--- src/rtl/dmem_access_ctrl.sv ---
// Memory-stage load/store controller: req/ack handshake with data memory, pipeline stall,
// load lane extraction/extension and ack timeout. Optional macro MISALIGN_TRAP_EN traps misaligned accesses.
module dmem_access_ctrl #(
  parameter int AW          = 32,
  parameter int TIMEOUT_CYC = 256
) (
  input  logic          clk,
  input  logic          reset,
  input  logic          rd_en,
  input  logic          wr_en,
  input  logic [2:0]    funct3,
  input  logic [AW-1:0] addr,
  input  logic [31:0]   wdata,
  output logic          stall,
  output logic [31:0]   rdata,
  output logic          rdata_valid,
  output logic          bus_err,
  output logic          mis_trap,
  output logic          mem_req,
  output logic          mem_we,
  output logic [AW-1:0] mem_addr,
  output logic [31:0]   mem_wdata,
  output logic [3:0]    mem_be,
  input  logic          mem_ack,
  input  logic [31:0]   mem_rdata
);
  localparam int CW = $clog2(TIMEOUT_CYC + 1);

  typedef enum logic [1:0] {IDLE, REQ, DONE} state_t;

  state_t          state_q, state_d;
  logic [CW-1:0]   cnt_q, cnt_d;
  logic            ld_q, ld_d;
  logic [2:0]      f3_q, f3_d;
  logic [1:0]      off_q, off_d;
  logic            req_q, req_d;
  logic            we_q, we_d;
  logic [AW-1:0]   addr_q, addr_d;
  logic [31:0]     wdata_q, wdata_d;
  logic [3:0]      be_q, be_d;
  logic [31:0]     rdata_q, rdata_d;
  logic            rv_q, rv_d;
  logic            err_q, err_d;
  logic            mt_q, mt_d;

  logic [1:0]      off;
  logic [3:0]      be;
  logic [31:0]     wrep;
  logic [31:0]     lane;
  logic [31:0]     ext;
`ifdef MISALIGN_TRAP_EN
  logic            mis;
`endif

  // Byte offset with natural alignment forced for halves and words.
  always_comb begin
    off  = 2'b00;
    be   = 4'b1111;
    wrep = wdata;
    case (funct3[1:0])
      2'b00: begin off = addr[1:0];         be = 4'b0001 << off; wrep = {4{wdata[7:0]}};  end
      2'b01: begin off = {addr[1], 1'b0};   be = 4'b0011 << off; wrep = {2{wdata[15:0]}}; end
      default: ;
    endcase
  end

`ifdef MISALIGN_TRAP_EN
  assign mis = ((funct3[1:0] == 2'b01) && addr[0]) ||
               ((funct3 == 3'b010) && (addr[1:0] != 2'b00));
`endif

  assign lane = mem_rdata >> {off_q, 3'b000};

  always_comb begin
    case (f3_q)
      3'b000:  ext = {{24{lane[7]}}, lane[7:0]};
      3'b100:  ext = {24'h0, lane[7:0]};
      3'b001:  ext = {{16{lane[15]}}, lane[15:0]};
      3'b101:  ext = {16'h0, lane[15:0]};
      default: ext = lane;
    endcase
  end

  always_comb begin
    state_d = state_q;
    cnt_d   = cnt_q;
    ld_d    = ld_q;
    f3_d    = f3_q;
    off_d   = off_q;
    req_d   = req_q;
    we_d    = we_q;
    addr_d  = addr_q;
    wdata_d = wdata_q;
    be_d    = be_q;
    rdata_d = rdata_q;
    rv_d    = 1'b0;
    err_d   = 1'b0;
    mt_d    = 1'b0;
    case (state_q)
      IDLE: if (rd_en | wr_en) begin
        f3_d    = funct3;
        off_d   = off;
        ld_d    = rd_en & ~wr_en;
        we_d    = wr_en;
        addr_d  = {addr[AW-1:2], 2'b00};
        wdata_d = wrep;
        be_d    = wr_en ? be : 4'b0000;
        cnt_d   = '0;
`ifdef MISALIGN_TRAP_EN
        if (mis) begin
          state_d = DONE;
          mt_d    = 1'b1;
        end else begin
          state_d = REQ;
          req_d   = 1'b1;
        end
`else
        state_d = REQ;
        req_d   = 1'b1;
`endif
      end
      REQ: begin
        if (mem_ack) begin
          req_d   = 1'b0;
          state_d = DONE;
          if (ld_q) begin
            rdata_d = ext;
            rv_d    = 1'b1;
          end
        end else if (cnt_q == CW'(TIMEOUT_CYC - 1)) begin
          req_d   = 1'b0;
          state_d = DONE;
          err_d   = 1'b1;
          rdata_d = 32'h0;
        end else if (cnt_q != CW'(TIMEOUT_CYC)) begin
          cnt_d = cnt_q + 1'b1;
        end
      end
      DONE:    state_d = IDLE;
      default: state_d = IDLE;
    endcase
  end

  always_ff @(posedge clk) begin
    if (reset) begin
      state_q <= IDLE;
      cnt_q   <= '0;
      ld_q    <= 1'b0;
      f3_q    <= 3'b0;
      off_q   <= 2'b0;
      req_q   <= 1'b0;
      we_q    <= 1'b0;
      addr_q  <= '0;
      wdata_q <= 32'h0;
      be_q    <= 4'b0;
      rdata_q <= 32'h0;
      rv_q    <= 1'b0;
      err_q   <= 1'b0;
      mt_q    <= 1'b0;
    end else begin
      state_q <= state_d;
      cnt_q   <= cnt_d;
      ld_q    <= ld_d;
      f3_q    <= f3_d;
      off_q   <= off_d;
      req_q   <= req_d;
      we_q    <= we_d;
      addr_q  <= addr_d;
      wdata_q <= wdata_d;
      be_q    <= be_d;
      rdata_q <= rdata_d;
      rv_q    <= rv_d;
      err_q   <= err_d;
      mt_q    <= mt_d;
    end
  end

  assign stall       = ~reset & (((state_q == IDLE) & (rd_en | wr_en)) | (state_q == REQ));
  assign mem_req     = req_q;
  assign mem_we      = we_q;
  assign mem_addr    = addr_q;
  assign mem_wdata   = wdata_q;
  assign mem_be      = be_q;
  assign rdata       = rdata_q;
  assign rdata_valid = rv_q;
  assign bus_err     = err_q;
`ifdef MISALIGN_TRAP_EN
  assign mis_trap    = mt_q;
`else
  assign mis_trap    = 1'b0;
`endif

endmodule
--- config.mk ---
export PLATFORM = sky130hd
export DESIGN_NAME = dmem_access_ctrl
export DESIGN_NICKNAME = d
export VERILOG_FILES = /design/src/rtl/dmem_access_ctrl.sv
export SDC_FILE = /design/constraint.sdc
export NUM_CORES = 1
export LEC_CHECK = 0
export CAP_MARGIN = 20
export CORE_UTILIZATION = 45
export CTS_CLUSTER_SIZE = 20
export DETAILED_ROUTE_END_ITERATION = 12
export MAX_ROUTING_LAYER = met4
export PLACE_DENSITY = 0.94
export SKIP_LAST_GASP = 1
export SLEW_MARGIN = 20
export SYNTH_ARGS = -nofsm -noshare
export SYNTH_HDL_FRONTEND = slang
export SYNTH_SLANG_ARGS = --single-unit
export TNS_END_PERCENT = 20
--- constraint.sdc ---
create_clock -name clk -period 5.6 [get_ports clk]
set_input_delay 0.56 -clock clk [delete_from_list [all_inputs] [get_ports clk]]
set_output_delay 0.56 -clock clk [all_outputs]
set_load 0.01 [all_outputs]
==> flow_summary.html <==
<table>
<tr><th>Metric</th><th>Value</th></tr>
<tr><th colspan="2">Run status</th></tr>
<tr><td>Result of the run</td><td>completed</td></tr>
<tr><th colspan="2">Power and ir drop</th></tr>
<tr><td>Switching fraction of total power</td><td>0.2533</td></tr>
<tr><td>Int Power</td><td>1.810 mW</td></tr>
<tr><td>NetSw</td><td>0.6142 mW</td></tr>
<tr><td>Overall power after layout</td><td>2.425 mW</td></tr>
<tr><td>Share of power burned in registers</td><td>0.385</td></tr>
<tr><td>Cell area power density</td><td>309.6 mW/mm^2</td></tr>
<tr><td>Peak ir drop on the vdd network</td><td>0.0001681 V</td></tr>
<tr><td>Part of the power in the clock network</td><td>0.441</td></tr>
<tr><td>Combinational power share</td><td>0.174</td></tr>
<tr><td>Leakage dissipation</td><td>2.969 nW</td></tr>
<tr><th colspan="2">Synth</th></tr>
<tr><td>Dominant synthesized flop cell</td><td>sky130_fd_sc_hd__dfxtp_1</td></tr>
<tr><td>Cell types with the highest counts after synthesis</td><td>sky130_fd_sc_hd__nand2_1 (135), sky130_fd_sc_hd__dfxtp_1 (119), sky130_fd_sc_hd__a21oi_1 (64)</td></tr>
<tr><td>Number of warnings printed during yosys synthesis</td><td>0</td></tr>
<tr><td>Syn Std Cell Area</td><td>0.005235 sq mm</td></tr>
<tr><td>FF+latch count, synth</td><td>119</td></tr>
<tr><td>Share of synthesized registers carrying an async set or reset</td><td>0</td></tr>
<tr><td>Most instantiated library cell after synthesis</td><td>sky130_fd_sc_hd__nand2_1</td></tr>
<tr><td>Number of standard cells after synthesis</td><td>614</td></tr>
<tr><td>Top cell type by total area after synthesis</td><td>sky130_fd_sc_hd__dfxtp_1</td></tr>
<tr><td>Synth top area cells</td><td>sky130_fd_sc_hd__dfxtp_1 (46%), sky130_fd_sc_hd__nand2_1 (9.7%), sky130_fd_sc_hd__mux2i_1 (8.0%), sky130_fd_sc_hd__a21oi_1 (6.1%), sky130_fd_sc_hd__o21ai_0 (4.8%)</td></tr>
<tr><td>Yosys cell types</td><td>50</td></tr>
<tr><td>Average instance area after synthesis</td><td>8.526 sq um</td></tr>
<tr><td>Count of flip-flops with a built-in enable after synthesis</td><td>0</td></tr>
<tr><td>Sequential-to-total area share from yosys stat</td><td>0.4551</td></tr>
<tr><td>Yosys top cell area share</td><td>0.4551</td></tr>
<tr><th colspan="2">Final layout</th></tr>
<tr><td>Share of post-route cells with drive strength above 1</td><td>0.06576</td></tr>
<tr><td>Number of antenna cells inserted</td><td>0</td></tr>
<tr><td>Post-Layout Cell Count</td><td>949</td></tr>
<tr><td>Synthesis-to-finish area growth</td><td>49.62%</td></tr>
<tr><td>Net count, final</td><td>902</td></tr>
<tr><th colspan="2">Global routing</th></tr>
<tr><td>All-layer global routing usage</td><td>0.2637</td></tr>
<tr><td>Wire length of the first global-routing pass</td><td>23.60 mm</td></tr>
<tr><td>Antenna violations before repair</td><td>0</td></tr>
<tr><td>Vias in the first global route</td><td>4908</td></tr>
<tr><td>Remaining Overflow, GRT</td><td>0</td></tr>
<tr><td>Largest net degree at the start of global routing</td><td>50</td></tr>
<tr><th colspan="2">STA</th></tr>
<tr><td>Pins Over Slew Limit</td><td>0</td></tr>
<tr><td># setup viols final</td><td>0</td></tr>
<tr><td>Worst Tran Pin Value</td><td>1.015 ns</td></tr>
<tr><td>Post-layout minimum cycle time</td><td>2.994 ns</td></tr>
<tr><td>Unrepaired setup endpoints after global routing</td><td>no</td></tr>
<tr><td>Final number of hold-violating endpoints</td><td>0</td></tr>
<tr><td>F_max</td><td>334.0 MHz</td></tr>
<tr><td>Setup skew after layout</td><td>0.007585 ns</td></tr>
<tr><td>Slew HR</td><td>0.3231</td></tr>
<tr><td>Setup_tns</td><td>0 ns</td></tr>
<tr><td>Share of the clock period used by the worst path</td><td>0.5346</td></tr>
<tr><th colspan="2">Setup path</th></tr>
<tr><td>Required time of the critical path</td><td>5.04 ns</td></tr>
<tr><td>Critical path launch point type</td><td>input pin</td></tr>
<tr><td>Nature of the critical path endpoint</td><td>output pin</td></tr>
<tr><td>Startpoint-to-endpoint class of the critical path</td><td>input pin to output pin</td></tr>
<tr><td>R2R setup slack</td><td>2.91 ns</td></tr>
<tr><td>Capturing point of the worst reg2reg path</td><td>rdata[30]$_SDFFE_PP0P_</td></tr>
<tr><td>First element of the critical path</td><td>wr_en</td></tr>
<tr><td>Data arrival, critical path</td><td>2.43 ns</td></tr>
<tr><td>Reg2reg path depth</td><td>7</td></tr>
<tr><td>Max FO, Critical Path</td><td>47</td></tr>
<tr><td>FF-to-FF Start</td><td>cnt_q[0]$_SDFFE_PP0P_</td></tr>
<tr><th colspan="2">Clock tree</th></tr>
<tr><td>Clock transition at the registers of the reported paths</td><td>0.05 ns</td></tr>
<tr><td>Post-CTS setup buffers</td><td>0</td></tr>
<tr><td>TritonCTS clock tree</td><td>done</td></tr>
<tr><td>Number of clock sinks</td><td>119</td></tr>
<tr><td>Number of buffers on the longest clock path</td><td>2</td></tr>
<tr><td>H-tree lvl count</td><td>4</td></tr>
<tr><td>Clock buffers created by TritonCTS</td><td>17</td></tr>
<tr><td>Count of hold-fix buffers inserted at cts</td><td>0</td></tr>
<tr><td>Buffer cell driving the clock tree root</td><td>sky130_fd_sc_hd__clkbuf_16</td></tr>
<tr><td>Post_cts resized</td><td>0</td></tr>
<tr><td>Skew-Pair Late Insertion Delay</td><td>0.41 ns</td></tr>
<tr><th colspan="2">Drt</th></tr>
<tr><td>Antenna violation net count after detailed routing</td><td>0</td></tr>
<tr><td>Wirelength, routed</td><td>15.37 mm</td></tr>
<tr><td>Count of vias placed by the detailed router</td><td>5129</td></tr>
<tr><td>Vias per cell</td><td>5.405</td></tr>
<tr><td>DRC violation count after routing</td><td>0</td></tr>
<tr><td>Violation count after the first detailed-route iteration</td><td>282</td></tr>
<tr><td>Initial DRT Pass Iterations</td><td>4</td></tr>
<tr><td>Post-detailed-route wirelength per cell</td><td>16.19 microns</td></tr>
<tr><th colspan="2">Min path</th></tr>
<tr><td>Cell count of the worst hold path</td><td>2</td></tr>
<tr><td>Worst hold path type</td><td>register to register</td></tr>
<tr><td>Source of the worst hold timing path</td><td>mem_addr[16]$_SDFFE_PP0P_</td></tr>
<tr><td>WHS Endpoint</td><td>mem_addr[16]$_SDFFE_PP0P_</td></tr>
<tr><th colspan="2">Floorplan</th></tr>
<tr><td>Die Footprint</td><td>0.01207 sq mm</td></tr>
<tr><td>FP Rows</td><td>39</td></tr>
<tr><td>Overall die width</td><td>109.9 microns</td></tr>
<tr><td>Top-Level Pins</td><td>210</td></tr>
<tr><td>Initial cell density of the core</td><td>0.4604</td></tr>
<tr><td>Die H</td><td>109.9 microns</td></tr>
<tr><td>Floorplan core area</td><td>0.01137 sq mm</td></tr>
<tr><th colspan="2">Placed design</th></tr>
<tr><td>Detailed placement HPWL</td><td>10.50 mm</td></tr>
<tr><td>Number of buffers inserted by port buffering</td><td>206</td></tr>
<tr><td>Final weighted congestion in routability-driven placement</td><td>0.8351</td></tr>
<tr><td>Placed Instances</td><td>919</td></tr>
<tr><th colspan="2">Run</th></tr>
<tr><td>Maximum capacitance violations</td><td>0</td></tr>
</table>
## worst max-delay path by stage
stage,cells after the start,endpoint,slack [ns]
6_report,6,stall,2.61
5_1_grt,6,stall,2.49
4_1_cts,6,stall,2.56
3_5_place_dp,6,stall,2.57
3_3_place_gp,6,stall,2.59
2_1_floorplan,9,rdata[23]$_SDFFE_PP0P_,3.68
## placed cells by master, fill, tap and decap left out, drive strengths merged, types with 7 or more instances in the layout
master and instances:
nand2 137, nor2 31, a211oi 10, a311oi 8, buf 7, inv 7
nand3b 8, a22oi 10, o21ai 50, a21oi 64, clkbuf 22, clkdlybuf4s50 205
dfxtp 119, mux2i 42
## state kept, by name, summed over array words and instances, names as in the netlist, 2 cells and up
signal	flops
cnt_q	9
f3_q	3
mem_addr	30
mem_be	4
mem_wdata	32
off_q	2
rdata	32
state_q	2
## layout make-up
class                           instances  area (sq um)
Fill cell                             850          3537
Tap cell                              143         178.9
Clock buffer                           22         484.2
Inverter                                7         26.28
Clock inverter                          8         97.59
Timing Repair Buffer                  212          2102
Sequential cell                       119          2382
Multi-Input combinational cell        438          2561
## metrics by stage
stage / hold slack, ns / util / worst slack (ns) / instance area (sq um)
finish: 0.4511 / 0.6889 / 2.606 / 7833
detailed placement: 0.4438 / 0.6377 / 2.575 / 7251
CTS: 0.4527 / 0.6889 / 2.562 / 7833
global route: 0.4674 / 0.6889 / 2.492 / 7833
global placement: 0.4339 / 0.6377 / 2.588 / 7251
floorplan: 0.4514 / - / 3.683 / 5243
## cells by family (layout without fill, tap and decap cells)
| kind of cell | Yosys count | count (layout) | synth area share |
|---|---|---|---|
| AOI/OAI and AO/OA | 172 | 172 | 0.2029 |
| DFF | 119 | 119 | 0.4551 |
| adders and majority gates | 3 | 3 | 0.007171 |
| buffers and inverters | 59 | 249 | 0.05736 |
| muxes | 47 | 47 | 0.09321 |
| and+or+nand+nor | 213 | 213 | 0.1836 |
| other | 1 | 3 | 0.0007163 |
## power groups by stage
stage | clock network [mW] | registers [mW] | logic, mW
after floorplan | 0 | 0.969 | 0.186
after global placement | 0 | 0.948 | 0.410
after detailed placement | 0 | 0.950 | 0.418
after CTS | 1.08 | 0.933 | 0.423
after global routing | 1.13 | 0.940 | 0.458
final | 1.07 | 0.933 | 0.422
## critical path, stage by stage
cell,delay [ns]
sky130_fd_sc_hd__clkdlybuf4s50_1,0.45
sky130_fd_sc_hd__or2_1,0.29
sky130_fd_sc_hd__nand2_1,0.07
sky130_fd_sc_hd__buf_4,0.40
sky130_fd_sc_hd__a21oi_1,0.13
sky130_fd_sc_hd__clkdlybuf4s50_1,0.52
## routing by layer
metal | global-route usage | up-vias | part of all wire
li1 | - | 2499 | -
met1 | 0.2899 | 2388 | 0.39
met2 | 0.4313 | 209 | 0.50
met3 | 0.08536 | 33 | 0.083
met4 | 0.1248 | 0 | 0.023
met5 | - | - | 0
Power figures use the tool's default switching activity.
